[config.mk]
export PLATFORM = sky130hd
export DESIGN_NAME = pc_fetch_stage
export DESIGN_NICKNAME = d
export VERILOG_FILES = /design/src/rtl/pc_fetch_stage_pkg.sv /design/src/rtl/fetch_inst_fifo.sv /design/src/rtl/pc_fetch_stage.sv
export SDC_FILE = /design/constraint.sdc
export NUM_CORES = 1
export LEC_CHECK = 0
export BUFFER_PORTS_ARGS = -buffer_cell sky130_fd_sc_hd__buf_2
export CAP_MARGIN = 20
export CELL_PAD_IN_SITES_DETAIL_PLACEMENT = 2
export CELL_PAD_IN_SITES_GLOBAL_PLACEMENT = 2
export CORE_MARGIN = 2
export CORE_UTILIZATION = 38
export CTS_BUF_LIST = sky130_fd_sc_hd__clkbuf_4 sky130_fd_sc_hd__clkbuf_8
export DETAILED_ROUTE_END_ITERATION = 8
export PLACE_DENSITY_LB_ADDON = 0.1
export SYNTH_ARGS = -nofsm -noshare
export SYNTH_HDL_FRONTEND = slang
export SYNTH_HIERARCHICAL = 1
export SYNTH_SLANG_ARGS = --single-unit
[constraint.sdc]
create_clock -name clk -period 11.1 [get_ports clk]
set_input_delay 2.22 -clock clk [delete_from_list [all_inputs] [get_ports clk]]
set_output_delay 2.22 -clock clk [all_outputs]
set_load 0.05 [all_outputs]
[src/rtl/pc_fetch_stage_pkg.sv]
// Shared constants and types for the instruction-fetch stage: NOP encoding,
// fetch FSM encodings and the {pc, inst} entry carried through the buffer.
package pc_fetch_stage_pkg;

  localparam logic [31:0] INST_NOP = 32'h0000_0013;

  localparam logic [0:0] IF_RUN  = 1'b0;
  localparam logic [0:0] IF_HALT = 1'b1;

  typedef struct packed {
    logic [31:0] pc;
    logic [31:0] inst;
  } fetch_entry_t;

  function automatic logic [31:0] word_align(input logic [31:0] addr);
    return {addr[31:2], 2'b00};
  endfunction

endpackage

[src/rtl/fetch_inst_fifo.sv]
// Synchronous show-ahead FIFO holding fetched {pc, inst} words for ID.
// Flush wins over push/pop; push and pop may coincide at any fill level.
module fetch_inst_fifo #(
  parameter int DEPTH = 2,
  parameter int WIDTH = 64,
  localparam int CW = $clog2(DEPTH) + 1
) (
  input  logic             clk,
  input  logic             rst,
  input  logic             push,
  input  logic             pop,
  input  logic             flush,
  input  logic [WIDTH-1:0] wdata,
  output logic [WIDTH-1:0] head,
  output logic [CW-1:0]    count
);

  localparam int PW = (DEPTH > 1) ? $clog2(DEPTH) : 1;

  logic [WIDTH-1:0] mem [DEPTH];
  logic [PW-1:0]    rd_ptr;
  logic [PW-1:0]    wr_ptr;
  logic             do_push;
  logic             do_pop;
  logic             empty;
  logic             full;

  function automatic logic [PW-1:0] next_ptr(input logic [PW-1:0] p);
    return (p == PW'(DEPTH - 1)) ? '0 : p + 1'b1;
  endfunction

  assign empty   = (count == '0);
  assign full    = (count == CW'(DEPTH));
  assign do_push = push && !flush && (!full || pop);
  assign do_pop  = pop && !flush && !empty;
  assign head    = mem[rd_ptr];

  always_ff @(posedge clk) begin
    if (rst || flush) begin
      rd_ptr <= '0;
      wr_ptr <= '0;
      count  <= '0;
    end else begin
      if (do_push) wr_ptr <= next_ptr(wr_ptr);
      if (do_pop)  rd_ptr <= next_ptr(rd_ptr);
      count <= count + CW'(do_push) - CW'(do_pop);
    end
  end

  // Storage carries no reset; validity is tracked by count alone.
  always_ff @(posedge clk) begin
    if (do_push) mem[wr_ptr] <= wdata;
  end

endmodule

[src/rtl/pc_fetch_stage.sv]
// IF stage: owns the PC, issues in-order word fetches under a credit limit,
// squashes wrong-path responses after an EX redirect and buffers words for ID.
module pc_fetch_stage
  import pc_fetch_stage_pkg::*;
#(
  parameter logic [31:0] RESET_PC  = 32'h0000_0000,
  parameter int          MAX_OUTST = 2
) (
  input  logic        clk,
  input  logic        rst,
  input  logic        jump_flag,
  input  logic [31:0] jump_target,
  input  logic        stall,
  output logic        imem_req,
  output logic [31:0] imem_addr,
  input  logic        imem_gnt,
  input  logic        imem_rvalid,
  input  logic [31:0] imem_rdata,
  output logic        if_valid,
  output logic [31:0] if_pc,
  output logic [31:0] if_inst,
  output logic        fetch_misalign
);

  localparam int CW = $clog2(MAX_OUTST) + 1;

  logic [0:0]    state_q;
  logic [31:0]   pc_q;
  logic [31:0]   resp_pc_q;
  logic [CW-1:0] outst_q;
  logic [CW-1:0] stale_q;
  logic [CW-1:0] outst_after_rv;
  logic [CW-1:0] buf_count;
  logic          misalign_q;
  logic          credit_ok;
  logic          hs;
  logic          rv;
  logic          drop;
  logic          push;
  logic          pop;
  logic          tgt_misaligned;
  fetch_entry_t  head;
  fetch_entry_t  push_entry;

  // Every issued request reserves a buffer slot, so the buffer never overflows.
  assign credit_ok = ({1'b0, outst_q} + {1'b0, buf_count}) < (CW + 1)'(MAX_OUTST);
  assign imem_req  = !rst && (state_q == IF_RUN) && !jump_flag && credit_ok;
  assign imem_addr = pc_q;
  assign hs        = imem_req && imem_gnt;

  // A response with nothing outstanding belongs to a request from before reset.
  assign rv             = imem_rvalid && (outst_q != '0);
  assign outst_after_rv = outst_q - CW'(rv);
  assign drop           = rv && (stale_q != '0);
  assign push           = rv && !drop && !jump_flag;
  assign tgt_misaligned = (jump_target[1:0] != 2'b00);

  assign push_entry = '{pc: resp_pc_q, inst: imem_rdata};

  fetch_inst_fifo #(
    .DEPTH (MAX_OUTST),
    .WIDTH ($bits(fetch_entry_t))
  ) u_buf (
    .clk   (clk),
    .rst   (rst),
    .push  (push),
    .pop   (pop),
    .flush (jump_flag),
    .wdata (push_entry),
    .head  (head),
    .count (buf_count)
  );

  assign if_valid       = !rst && (buf_count != '0) && !jump_flag;
  assign pop            = if_valid && !stall;
  assign if_pc          = head.pc;
  assign if_inst        = if_valid ? head.inst : INST_NOP;
  assign fetch_misalign = misalign_q;

  always_ff @(posedge clk) begin
    if (rst) begin
      state_q    <= IF_RUN;
      pc_q       <= RESET_PC;
      resp_pc_q  <= RESET_PC;
      outst_q    <= '0;
      stale_q    <= '0;
      misalign_q <= 1'b0;
    end else begin
      misalign_q <= jump_flag && tgt_misaligned;
      outst_q    <= outst_after_rv + CW'(hs);
      if (jump_flag) begin
        // Everything still in flight after this cycle is on the wrong path.
        pc_q      <= word_align(jump_target);
        resp_pc_q <= word_align(jump_target);
        stale_q   <= outst_after_rv;
        state_q   <= tgt_misaligned ? IF_HALT : IF_RUN;
      end else begin
        if (hs)   pc_q      <= pc_q + 32'd4;
        if (push) resp_pc_q <= resp_pc_q + 32'd4;
        if (drop) stale_q   <= stale_q - 1'b1;
      end
    end
  end

endmodule

==> reports/results.ini <==
[pwr]
power_per_cell_area_mw_per_mm2 = 143
vdd.ir_drop.worst_v = 0.0000654
power.leakage_nw = 3.79

[clocking]
post_cts_resized = 0
cts.root.buffer_cell = sky130_fd_sc_hd__clkbuf_8
cts_post_setup_buffers_inserted = 0
cts_tree = yes
clkTransAtPathRegs_ps = 120
postCtsHoldBufs = 0
worst_skew_pair.late_latency_ps = 470
clock_tree.htree_level_count = 4
maximum_root_to_sink_buffer_count = 2
cts.sink_count = 199
inserted_clock_buffers = 17

[global_routing]
vias_in_the_first_global_route = 6838
gr-total-overflow = 0
antenna_found_initial = 0
grt_use_total_pct = 20.6
global_route_wire_length_before_repair_mm = 38.8
grt_max_degree = 65

[detailed_routing]
via_count = 6358
post-route-drc-count = 0
firstDrtPassIters = 4
number_of_vias_per_cell_after_detailed_routing = 5.38
detail_route.wl_per_cell_um = 20.8
totalWireLength_mm = 24.5
detailedRoute.firstIterationViolations = 239
postRouteAntennaNets = 0

[floorplan]
floorplan.die.width_um = 156
full_die_area_mm2 = 0.0244
io_pins = 169
die-height_um = 156
starting_utilization_of_the_core_area_pct = 38.8
rows = 55
design.core.area_mm2 = 0.0227

[timing]
finalHoldViolations = 0
sum_of_negative_setup_slack_ps = 0
final_period_minus_worst_setup_slack_ps = 6000
setup_viol = 0
slew_at_the_pin_closest_to_its_max_slew_limit_ps = 898
rsz0062_at_grt = false
slew_headroom_pct = 40.1
final_min_period_over_clock_period_pct = 54.1
timing_max_transition_violations_final = 0
fin_worst_skew_ps = 18.3
fmax_mhz = 167

[setup_path]
crit_chain = buf_2 -> buf_4 -> nor2_1 -> o21a_1 -> buf_16 -> and2_1 -> buf_2
worst_setup_path_start_kind = input pin
worst-path-stages = 7
reg2reg_to = imem_addr[29]
required_arrival_time_at_the_worst_endpoint_ps = 8880
path_max_fanout = 54
critPathBufInv = 4
crit_end = if_inst[29]
worstRegToRegCells = 7
path_delay_family = buffers and inverters
first_element_of_the_critical_path = rst
slowest_delay_ps = 290
critical_path_class = in2out
worst-endpoint-arrival_ps = 3780
regToRegStartpoint = u_buf/count[0]
worst_path_max_delay_cell = sky130_fd_sc_hd__buf_4
critPathCaptureType = output port
timing.critical_path.mode_cell = sky130_fd_sc_hd__buf_2
rrSetupSlack_ps = 8040

[synth]
ff_latch_count_synth = 199
synth_flop_cell = sky130_fd_sc_hd__edfxtp_1
yosysWarningCount = 6
synthesis.area_per_instance_um2 = 12.1
post_synth_instance_area_mm2 = 0.00880
synth-edff-count = 128
yosysSeqAreaShare_pct = 59.8
number_of_instances_in_the_synthesized_netlist = 728
proportion_of_register_bits_with_asynchronous_set_or_reset_after_synthesis_pct = 0
synth.lib_cells_used.distinct = 59

[finish]
most_common_library_cell_in_the_layout_ignoring_fill_and_taps = sky130_fd_sc_hd__buf_2
most_used_cells_in_the_layout_excluding_fill_and_tap_cells = sky130_fd_sc_hd__buf_2 (166), sky130_fd_sc_hd__edfxtp_1 (128), sky130_fd_sc_hd__dfxtp_1 (70)
finish.utilization_pct = 45.4
finalNetCount = 961
seqCellArea_mm2 = 0.00527
area.growth.synth_to_final_pct = 17.0
final_layout_size_suffix_gt1_share_pct = 31.9
antenna_diode_count = 0
multi_input_comb_area_mm2 = 0.00330
fillerInstances = 2332

[placed_design]
gpl.final_weighted_congestion = 0.781
hpwl_mm = 17.3
place.port_buffers = 166

[job]
drv_cap = 0

[hold_path]
hold_class = reg2reg

[status]
status = complete, no violations

[cell usage after synthesis (2+ instances only)]
library cell,count,area (um^2)
sky130_fd_sc_hd__a211oi_1,11,82.6
sky130_fd_sc_hd__a21boi_0,8,60.1
sky130_fd_sc_hd__a21oi_1,16,80.1
sky130_fd_sc_hd__a221oi_1,2,17.5
sky130_fd_sc_hd__a311oi_1,4,35.0
sky130_fd_sc_hd__a31oi_1,25,156
sky130_fd_sc_hd__a32oi_1,2,17.5
sky130_fd_sc_hd__and2_1,40,250
sky130_fd_sc_hd__and3_1,7,43.8
sky130_fd_sc_hd__and4_1,8,70.1
sky130_fd_sc_hd__buf_1,4,15.0
sky130_fd_sc_hd__buf_2,4,20.0
sky130_fd_sc_hd__buf_4,8,60.1
sky130_fd_sc_hd__clkbuf_1,26,97.6
sky130_fd_sc_hd__dfxtp_1,71,1420
sky130_fd_sc_hd__edfxtp_1,128,3840
sky130_fd_sc_hd__ha_1,6,75.1
sky130_fd_sc_hd__inv_1,19,71.3
sky130_fd_sc_hd__mux2_2,67,754
sky130_fd_sc_hd__nand2_1,42,158
sky130_fd_sc_hd__nand2b_1,4,25.0
sky130_fd_sc_hd__nand3_1,18,90.1
sky130_fd_sc_hd__nand4_1,14,87.6
sky130_fd_sc_hd__nor2_1,41,154
sky130_fd_sc_hd__nor2b_1,5,31.3
sky130_fd_sc_hd__nor3_1,15,75.1
sky130_fd_sc_hd__nor3b_1,3,22.5
sky130_fd_sc_hd__nor4_1,10,62.6
sky130_fd_sc_hd__o211ai_1,5,37.5
sky130_fd_sc_hd__o21a_1,11,82.6
sky130_fd_sc_hd__o21ai_0,24,120
sky130_fd_sc_hd__o22ai_1,7,43.8
sky130_fd_sc_hd__o31a_1,3,26.3
sky130_fd_sc_hd__o31ai_1,2,15.0
sky130_fd_sc_hd__or2_2,2,12.5
sky130_fd_sc_hd__or3_1,9,56.3
sky130_fd_sc_hd__or4_1,5,37.5
sky130_fd_sc_hd__xnor2_1,24,210
sky130_fd_sc_hd__xor2_1,8,70.1
[worst min-delay path by stage]
stage	from	slack (ps)	end	cells past startpoint
after detailed placement	state_q	470	state_q	1
after global placement	resp_pc_q[31]	460	u_buf/mem[0][63]	0
after floorplan	state_q	430	state_q	1
after global routing	state_q	520	state_q	1
after CTS	resp_pc_q[31]	500	u_buf/mem[0][63]	0
final	state_q	500	state_q	1
[through the flow]
| step | power (mW) | setup WS, ps | hold WS, ps | area (um^2) | std cells |
|---|---|---|---|---|---|
| floorplan | 0.960 | 2670 | 426 | 8820 | 733 |
| global placement | 1.01 | 4710 | 459 | 9880 | 1149 |
| detailed placement | 1.02 | 4510 | 472 | 9880 | 1149 |
| CTS | 1.49 | 4510 | 501 | 10300 | 1180 |
| global route | 1.54 | 4970 | 519 | 10300 | 1181 |
| finish | 1.48 | 5100 | 498 | 10300 | 1181 |
[final cells by class]
| type | instances | area share [%] |
|---|---|---|
| repair buffers | 174 | 8.84 |
| clock buffers | 17 | 2.27 |
| well taps | 285 | 3.46 |
| clock inverters | 14 | 1.60 |
| flip-flops and latches | 199 | 51.1 |
| multi-input cells | 472 | 32.0 |
| inverters | 20 | 0.729 |
[logic make-up after synthesis]
kind of cell    share of synthesized area (%)
simple gates                             14.4
flops                                    59.8
compound gates                           9.66
mux                                      8.81
buf+inv                                  3.04
xor+xnor                                 3.18
fa+ha+maj                                1.08
other cells                            0.0426
[sequential cells by signal (all words and copies together) (netlist names), named ones only]
register	flops
u_buf/mem	128
imem_addr	30
resp_pc_q	30
state_q	1
fetch_misalign	1
outst_q	2
u_buf/count	2
u_buf/rd_ptr	1
u_buf/wr_ptr	1
stale_q	2
[report_power, final]
part | leakage, nW | internal, mW | switching, mW
Sequential | 1.75 | 0.815 | 0.0287
Clock | 0.204 | 0.175 | 0.298
Combinational | 1.84 | 0.0519 | 0.109
[per-layer routing]
metal	vias up	track usage, %	part of all wire (%)
met5	-	0	0
li1	3013	-	-
met3	28	2.63	3.6
met2	171	33.5	47
met4	0	5.72	1.7
met1	3146	29.0	48
Power figures use the tool's default switching activity.
